[config.mk]
export PLATFORM = sky130hd
export DESIGN_NAME = lfsr_scramble_ctrl
export DESIGN_NICKNAME = d
export VERILOG_FILES = /design/src/rtl/lfsr_scramble_ctrl.sv
export SDC_FILE = /design/constraint.sdc
export NUM_CORES = 1
export LEC_CHECK = 0
export BUFFER_PORTS_ARGS = -buffer_cell sky130_fd_sc_hd__buf_2
export CAP_MARGIN = 25
export CORE_UTILIZATION = 58
export DETAILED_ROUTE_END_ITERATION = 8
export PLACE_DENSITY = 0.79
export SYNTH_ARGS = -nofsm -noshare
export SYNTH_HDL_FRONTEND = slang
export SYNTH_SLANG_ARGS = --single-unit
[constraint.sdc]
create_clock -name clock -period 2 [get_ports clock]
set_input_delay 0.1 -clock clock [delete_from_list [all_inputs] [get_ports clock]]
set_output_delay 0.1 -clock clock [all_outputs]
set_load 0.05 [all_outputs]
[src/rtl/lfsr_scramble_ctrl.sv]
// Frame sequencer and bit-stream handshake controller for a Fibonacci LFSR scrambler.
// Each frame is SYNC_LEN unscrambled sync bits followed by FRAME_LEN payload bits
// scrambled as in_bit ^ lfsr[0]. The LFSR is reseeded at every frame start.
module lfsr_scramble_ctrl #(
    parameter int unsigned       WIDTH     = 32,
    parameter logic [WIDTH-1:0]  POLY      = 32'h00000061,
    parameter logic [WIDTH-1:0]  SEED_RST  = 32'h00000001,
    parameter int unsigned       FRAME_LEN = 64,
    parameter int unsigned       SYNC_LEN  = 8,
    parameter logic [31:0]       SYNC_WORD = 32'h000000A5
) (
    input  logic             clock,
    input  logic             reset_n,
    input  logic             enable,
    input  logic             seed_load,
    input  logic [WIDTH-1:0] seed,
    input  logic             in_valid,
    input  logic             in_bit,
    output logic             in_ready,
    output logic             out_valid,
    output logic             out_bit,
    input  logic             out_ready,
    output logic             frame_start,
    output logic             busy
);

    localparam int unsigned SYNC_CW = (SYNC_LEN > 1) ? $clog2(SYNC_LEN) : 1;
    localparam int unsigned PAY_CW  = (FRAME_LEN > 1) ? $clog2(FRAME_LEN) : 1;

    typedef enum logic [1:0] {
        ST_IDLE    = 2'd0,
        ST_SYNC    = 2'd1,
        ST_PAYLOAD = 2'd2
    } state_t;

    state_t               state;
    state_t               state_next;
    logic [WIDTH-1:0]     lfsr;
    logic [WIDTH-1:0]     lfsr_next;
    logic [WIDTH-1:0]     seed_reg;
    logic [SYNC_CW-1:0]   sync_cnt;
    logic [SYNC_CW-1:0]   sync_cnt_next;
    logic [PAY_CW-1:0]    pay_cnt;
    logic [PAY_CW-1:0]    pay_cnt_next;

    logic                 slot_free;
    logic                 accept;
    logic                 sync_last;
    logic                 pay_last;
    logic                 sync_bit;
    logic [WIDTH-1:0]     seed_eff;
    logic [WIDTH-1:0]     reseed_val;
    logic [WIDTH-1:0]     lfsr_step;
    logic                 load;
    logic                 load_bit;
    logic                 load_fs;

    // Handshake and shared decode terms
    assign slot_free  = !out_valid || out_ready;
    assign in_ready   = (state == ST_PAYLOAD) && slot_free;
    assign accept     = in_valid && in_ready;
    assign sync_last  = (sync_cnt == SYNC_CW'(SYNC_LEN - 1));
    assign pay_last   = (pay_cnt == PAY_CW'(FRAME_LEN - 1));
    assign sync_bit   = SYNC_WORD[5'(sync_cnt)];
    assign busy       = (state != ST_IDLE) || out_valid;

    // A seed written in the reseed cycle wins; an all-zero seed would lock the LFSR, so use 1
    assign seed_eff   = seed_load ? seed : seed_reg;
    assign reseed_val = (seed_eff == '0) ? WIDTH'(1) : seed_eff;
    assign lfsr_step  = {^(lfsr & POLY), lfsr[WIDTH-1:1]};

    // State register
    always_ff @(posedge clock or negedge reset_n) begin
        if (!reset_n) begin
            state <= ST_IDLE;
        end else begin
            state <= state_next;
        end
    end

    // Next-state logic; frame progress only when the output slot can take a bit
    always_comb begin
        state_next = state;
        case (state)
            ST_IDLE: begin
                if (enable) begin
                    state_next = ST_SYNC;
                end
            end
            ST_SYNC: begin
                if (slot_free && sync_last) begin
                    state_next = ST_PAYLOAD;
                end
            end
            ST_PAYLOAD: begin
                if (accept && pay_last) begin
                    state_next = enable ? ST_SYNC : ST_IDLE;
                end
            end
            default: state_next = ST_IDLE;
        endcase
    end

    // Output/datapath decode: what to load into the line register and how counters/LFSR move
    always_comb begin
        load          = 1'b0;
        load_bit      = 1'b0;
        load_fs       = 1'b0;
        lfsr_next     = lfsr;
        sync_cnt_next = sync_cnt;
        pay_cnt_next  = pay_cnt;
        case (state)
            ST_IDLE: begin
                if (enable) begin
                    lfsr_next     = reseed_val;
                    sync_cnt_next = '0;
                end
            end
            ST_SYNC: begin
                if (slot_free) begin
                    load     = 1'b1;
                    load_bit = sync_bit;
                    load_fs  = (sync_cnt == '0);
                    if (sync_last) begin
                        pay_cnt_next = '0;
                    end else begin
                        sync_cnt_next = sync_cnt + SYNC_CW'(1);
                    end
                end
            end
            ST_PAYLOAD: begin
                if (accept) begin
                    load      = 1'b1;
                    load_bit  = in_bit ^ lfsr[0];
                    lfsr_next = lfsr_step;
                    if (pay_last) begin
                        pay_cnt_next = '0;
                        if (enable) begin
                            lfsr_next     = reseed_val;
                            sync_cnt_next = '0;
                        end
                    end else begin
                        pay_cnt_next = pay_cnt + PAY_CW'(1);
                    end
                end
            end
            default: begin
                sync_cnt_next = '0;
                pay_cnt_next  = '0;
            end
        endcase
    end

    // One-entry output buffer, LFSR, counters and seed register
    always_ff @(posedge clock or negedge reset_n) begin
        if (!reset_n) begin
            out_valid   <= 1'b0;
            out_bit     <= 1'b0;
            frame_start <= 1'b0;
            lfsr        <= SEED_RST;
            seed_reg    <= SEED_RST;
            sync_cnt    <= '0;
            pay_cnt     <= '0;
        end else begin
            if (load) begin
                out_valid   <= 1'b1;
                out_bit     <= load_bit;
                frame_start <= load_fs;
            end else if (out_ready) begin
                out_valid   <= 1'b0;
                frame_start <= 1'b0;
            end
            if (seed_load) begin
                seed_reg <= seed;
            end
            lfsr     <= lfsr_next;
            sync_cnt <= sync_cnt_next;
            pay_cnt  <= pay_cnt_next;
        end
    end

endmodule

Yosys cells after proc, flatten, opt, wreduce, memory -nomap -nowiden
Memories as Yosys holds them, arrays and structs flattened.
Cells that the tools add are included.
{ "classes": {"add_sub_neg": 2, "magnitude_cmp": 1, "n_eq_ne": 12, "muxes": 35, "n_bitwise": 2, "n_reduce_logical": 18} }
{ "ops": {"columns": ["op", "n"], "rows": [
  ["$mux 32", 6],
  ["$pmux 32 s2", 1],
  ["$logic_not 32->1", 1],
  ["$reduce_xor 32->1", 1],
  ["$mux 6", 4],
  ["$pmux 6 s3", 1],
  ["$mux 3", 5],
  ["$ne 2x2->1 const B", 7],
  ["$mux 1", 11],
  ["$pmux 3 s3", 1],
  ["$reduce_and 4->1", 2],
  ["$add 6x1->6 const B", 1],
  ["$eq 6x6->1 const B", 1],
  ["$lt 3x6->1 const B", 1],
  ["$mux 2", 3],
  ["$pmux 2 s3", 1],
  ["$reduce_and 3->1", 2],
  ["$reduce_bool 2->1", 3],
  ["$logic_and 1x1->1", 4],
  ["$pmux 1 s2", 2],
  ["$add 3x1->3 const B", 1],
  ["$eq 3x3->1 const B", 1],
  ["$logic_not 3->1", 1],
  ["$eq 2x1->1 const B", 1],
  ["7 further kinds", 8]
]} }
{ "word_totals": {"register_bits": 78, "mem_bits_ro": 8, "inputBits": 39, "out_inout_bits": 5, "word_cells": 79, "mem_count": 1} }
{ "memory_table": {"columns": ["memory", "words", "word_bits", "rd", "rd_clocked_by_memory_dff", "write_ports", "line_no", "rtl"], "rows": [
  ["(name not given)", 8, 1, 1, 0, 0, "64", "assign sync_bit = SYNC_WORD[5'(sync_cnt)];"]
]} }

Depth between registers and ports, before layout
{ "depth": {"ltp_word": 7, "depth_mapped": 8, "mapped_depth_nobuf": 6} }

Worst setup path after synthesis
No wires, ideal clock.
{ "synth_timing": {"path_kind": "flip-flop to flip-flop", "from": "reg state[0]", "to": "reg out_bit", "setup_ns": 0.067, "t_arrival_ns": 1.756, "required_ns": 1.933, "setup_slack_ns": 0.178, "path_stages_with_launch": 8, "path_buffers": 1, "period_less_slack_ns": 1.822, "cell_sequence": "dfrtp_1 inv_1 ha_1 clkbuf_1 and2_1 nand3_1 o21ai_0 mux2_2"} }
{ "synth_via": {"elab_chain_len": 5, "elab_cells_between_ends": 8, "cone_classes": "eq/ne (2); mux (4); reduce/logical (2)"} }
{ "synth_lines": {"columns": ["element", "line_no", "rtl"], "rows": [
  ["start, declared", "36", "state_t state;"],
  ["start signal, assigned", "77", "state <= state_next;"],
  ["$eq 2x2->1 (*)", "60", "assign in_ready = (state == ST_PAYLOAD) && slot_free;"],
  ["$logic_and 1x1->1 (*)", "60", null],
  ["net in_ready", "19", "output logic in_ready,"],
  ["$logic_and 1x1->1 (*)", "61", "assign accept = in_valid && in_ready;"],
  ["$mux 1", "132", "if (accept) begin"],
  ["$pmux 1 s2", "112", "case (state)"],
  ["end signal, assigned", "167", "out_bit <= load_bit;"],
  ["end, declared", "21", "output logic out_bit,"]
]} }
The timed path passes the listed nets; every way through them passes the cells marked *.
A chain may end at the register's enable or synchronous reset.

Worst setup path after layout
{ "layout_timing": {"from": "reg state[0]", "to": "reg lfsr[4]"} }
{ "layout_via": {"elab_chain_len": 5, "elab_cells_between_ends": 9, "cone_classes": "eq/ne (3); mux (1); reduce/logical (5)"} }
{ "layout_lines": {"columns": ["element", "line_no", "rtl"], "rows": [
  ["$eq 2x2->1", "60, 112", null],
  ["$logic_and 1x1->1", "60", null],
  ["$logic_and 1x1->1", "61", null],
  ["$ne 2x2->1 (no source line)", null, null],
  ["$reduce_and 3->1 (no source line)", null, null],
  ["end signal, assigned", "176", "lfsr <= lfsr_next;"],
  ["end, declared", "38", "logic [WIDTH-1:0] lfsr;"]
]} }
Parallel ways exist; a longest one is shown, timed or not.

==> flow_metrics.tcl <==
set metrics [dict create \
    status "completed" \
    cp_slowest_cell "a211o_2" \
    finalCritPeriodShare_pct 91.6 \
    cp-startpoint "state[0]" \
    insertion_delay_ps 360 \
    crit_end "lfsr[4]" \
    synth_top_family_by_area "multiplexers" \
    timing.rr.start "state[0]" \
    cap_violations 0 \
    cts_tree "done" \
    synth_cell_type_count 47 \
    cts.htree.levels 3 \
    cp_data_arrival_time_ps 2070 \
    drt-initial-drc-count 78 \
    antenna_found_initial 0 \
    slew_viol_final 0 \
    yosys_most_used_dff "dfrtp_1" \
    cts_setup_buffers 0 \
    muxShareOfSynthArea_pct 18.2 \
    whs_path_depth 2 \
    synth-xor-area-share_pct 0.941 \
    clockBufferDepth 2 \
    p_total_w 0.00586 \
    fin_setup_tns_ps 0 \
    synth_area_per_cell_sq_um 11.0 \
    required_ps 2230 \
    die_height_microns 82.1 \
    placed_cell_area_sq_um 4050 \
    holdCritPathClass "input port to register" \
    cts_hold_buf 1 \
    drc_errors 0 \
    grt_pass1_vias 2668 \
    finalNetCount 435 \
    rsz0062_at_grt "false" \
    drive_gt1_share_pct 28.2 \
    ios 44 \
    power_switching_w 0.00223 \
    synth_fa_ha_area_share_pct 2.69 \
    fp.dieArea_sq_um 6750 \
    vias 2633 \
    clkSlewWorstSetupHoldPaths_ps 90 \
    grt_overflow_total 0 \
    power.clock.fraction_pct 20.2 \
    grt_pass1_wl_microns 12200 \
    rrSetupSlack_ps 170 \
    crit_chain "inv_1 -> ha_1 -> a21boi_2 -> a211o_2 -> buf_4 -> nand2_1 -> o21ai_1" \
    use_met1_pct 31.0 \
    hpwl_microns 5510 \
    r2r_end "lfsr[4]" \
    setup_ws_ps 167 \
    synthArstFlopShare_pct 100 \
    worst_clock_skew_ps 13.8 \
    setup_viol 0 \
    synth_edf_count 0 \
    utilization_pct 70.3 \
    swShare_pct 38.0 \
    netlist_area_sq_um 3720 \
    slew-limit-headroom_pct 71.9 \
    track_usage_pct 24.8 \
    dp_slack_ps 177 \
    intPower_w 0.00363 \
    fin_area_sq_um 4260 \
    end_kind "register" \
    min_from "seed[26]" \
    io_buffer_count 43 \
    ys_ff_latch 78 \
    postSynthCellCount 340 \
    synth_warnings 0 \
    synth_top_area_share_pct 51.1 \
    grt-busiest-layer "met2" \
    cts.sinks 78 \
    p_seq_share_pct 40.1 \
    clockRootBuffer "clkbuf_8" \
    worst_r2r_path_depth 7 \
    crit_fanout 24 \
    cts-resized-gates 0 \
    grt_max_degree 39 \
    grt_util_met2_pct 42.4 \
    crit_type "register to register" \
    synth_fp_nets 387 \
    use_met3_pct 3.41 \
    rows 28 \
    hold_violations 0 \
    wl_per_cell_microns 15.8 \
    cts_made_buffers 9 \
    synth-simple-area-share_pct 12.5 \
    drt-total-wl_microns 7370 \
    die_w_microns 82.1 \
    viasPerCell 5.63 \
    slowest_delay_ps 420 \
    vdd_ir_drop_max_mv 1.17 \
    start_util_pct 61.5 \
    synth_area_leaders "dfrtp_1 (51%), mux2_2 (9.4%), mux2i_1 (8.9%)" \
    p_comb_share_pct 39.6 \
    antenna_left 0 \
    tightest_slew_ps 422 \
    place.gp.congestion 0.842 \
    p_leak_nw 2.09 \
    synth_compound_area_share_pct 9.51 \
    coreArea_sq_um 6060 \
    powerDensity_nw_per_um2 1380 \
    syn_to_final_growth_pct 14.3 \
    start_kind "register" \
    timing.fmax_mhz 546 \
    period_needed_ps 1830 \
    n_antenna_cell 0 \
    first_pass_iters 4 \
    yosysTopAreaCell "dfrtp_1" \
    synth-seq-area-share_pct 52.5 \
]
-- synth_stat cells, drive strengths merged, types with 3 or more instances --
master,number
nand2b,4
inv,12
ha,8
o21ai,44
buf,15
nor2,7
nand3,10
clkbuf,3
mux2,31
a21oi,3
xor2,3
dfrtp,76
nor4,10
mux2i,33
nand2,49
o31ai,3
-- logic make-up after synthesis --
group / Yosys count
DFF: 78
adders and majority gates: 8
buffers and inverters: 30
AOI/OAI and AO/OA: 61
xor gates and xnor gates: 4
and+or+nand+nor: 95
muxes: 64
-- routing by layer --
metal,vias to the layer above,wire length (microns)
met5,-,0
met4,0,160
met3,14,194
met2,49,3720
met1,1280,3300
li1,1290,-
-- worst max-delay path: cells and delay by family (launching register included) --
kind | cells | cell delay (ps)
DFF | 1 | 400
AOI/OAI and AO/OA | 3 | 660
adders and majority gates | 1 | 230
buffers and inverters | 2 | 320
and+or+nand+nor | 1 | 90
-- cell usage in the layout (no fill, tap or decap), drive strengths merged, types with 4 or more instances in the layout --
master  instances
nand3          10
ha              8
clkbuf         10
clkinv          4
o21ai          44
nor4           10
inv            12
buf            54
mux2i          33
nand2b          4
dfrtp          76
mux2           31
nand2          49
nor2            7
-- worst min path at each step --
stage	end	slack, ps
floorplan	frame_start	-200
global placement	seed_reg[4]	60
detailed placement	seed_reg[4]	60
CTS	seed_reg[26]	2
global route	seed_reg[25]	10
finish	seed_reg[26]	10
-- power by group through the flow --
stage               registers (W)  clock network, W  logic, W
CTS                       0.00236           0.00120   0.00235
detailed placement        0.00238                 0   0.00234
floorplan                 0.00236                 0   0.00176
finish                    0.00235           0.00119   0.00232
global route              0.00241           0.00127   0.00258
global placement          0.00236                 0   0.00224
-- through the flow --
stage | hold WS (ps) | instances
global route | 12.9 | 468
finish | 9.82 | 468
global placement | 59.3 | 451
detailed placement | 62.6 | 451
floorplan | -196 | 340
CTS | 2.34 | 468
-- area by class of cell --
class                      instances  area (sq um)
timing repair buffer              55           323
multi-input combinational        232          1640
sequential                        78          1950
tap                               75          93.8
clock inverter                     6          61.3
fill                             451          1800
inverter                          12          45.0
clock buffer                      10           138
Power figures use the tool's default switching activity.
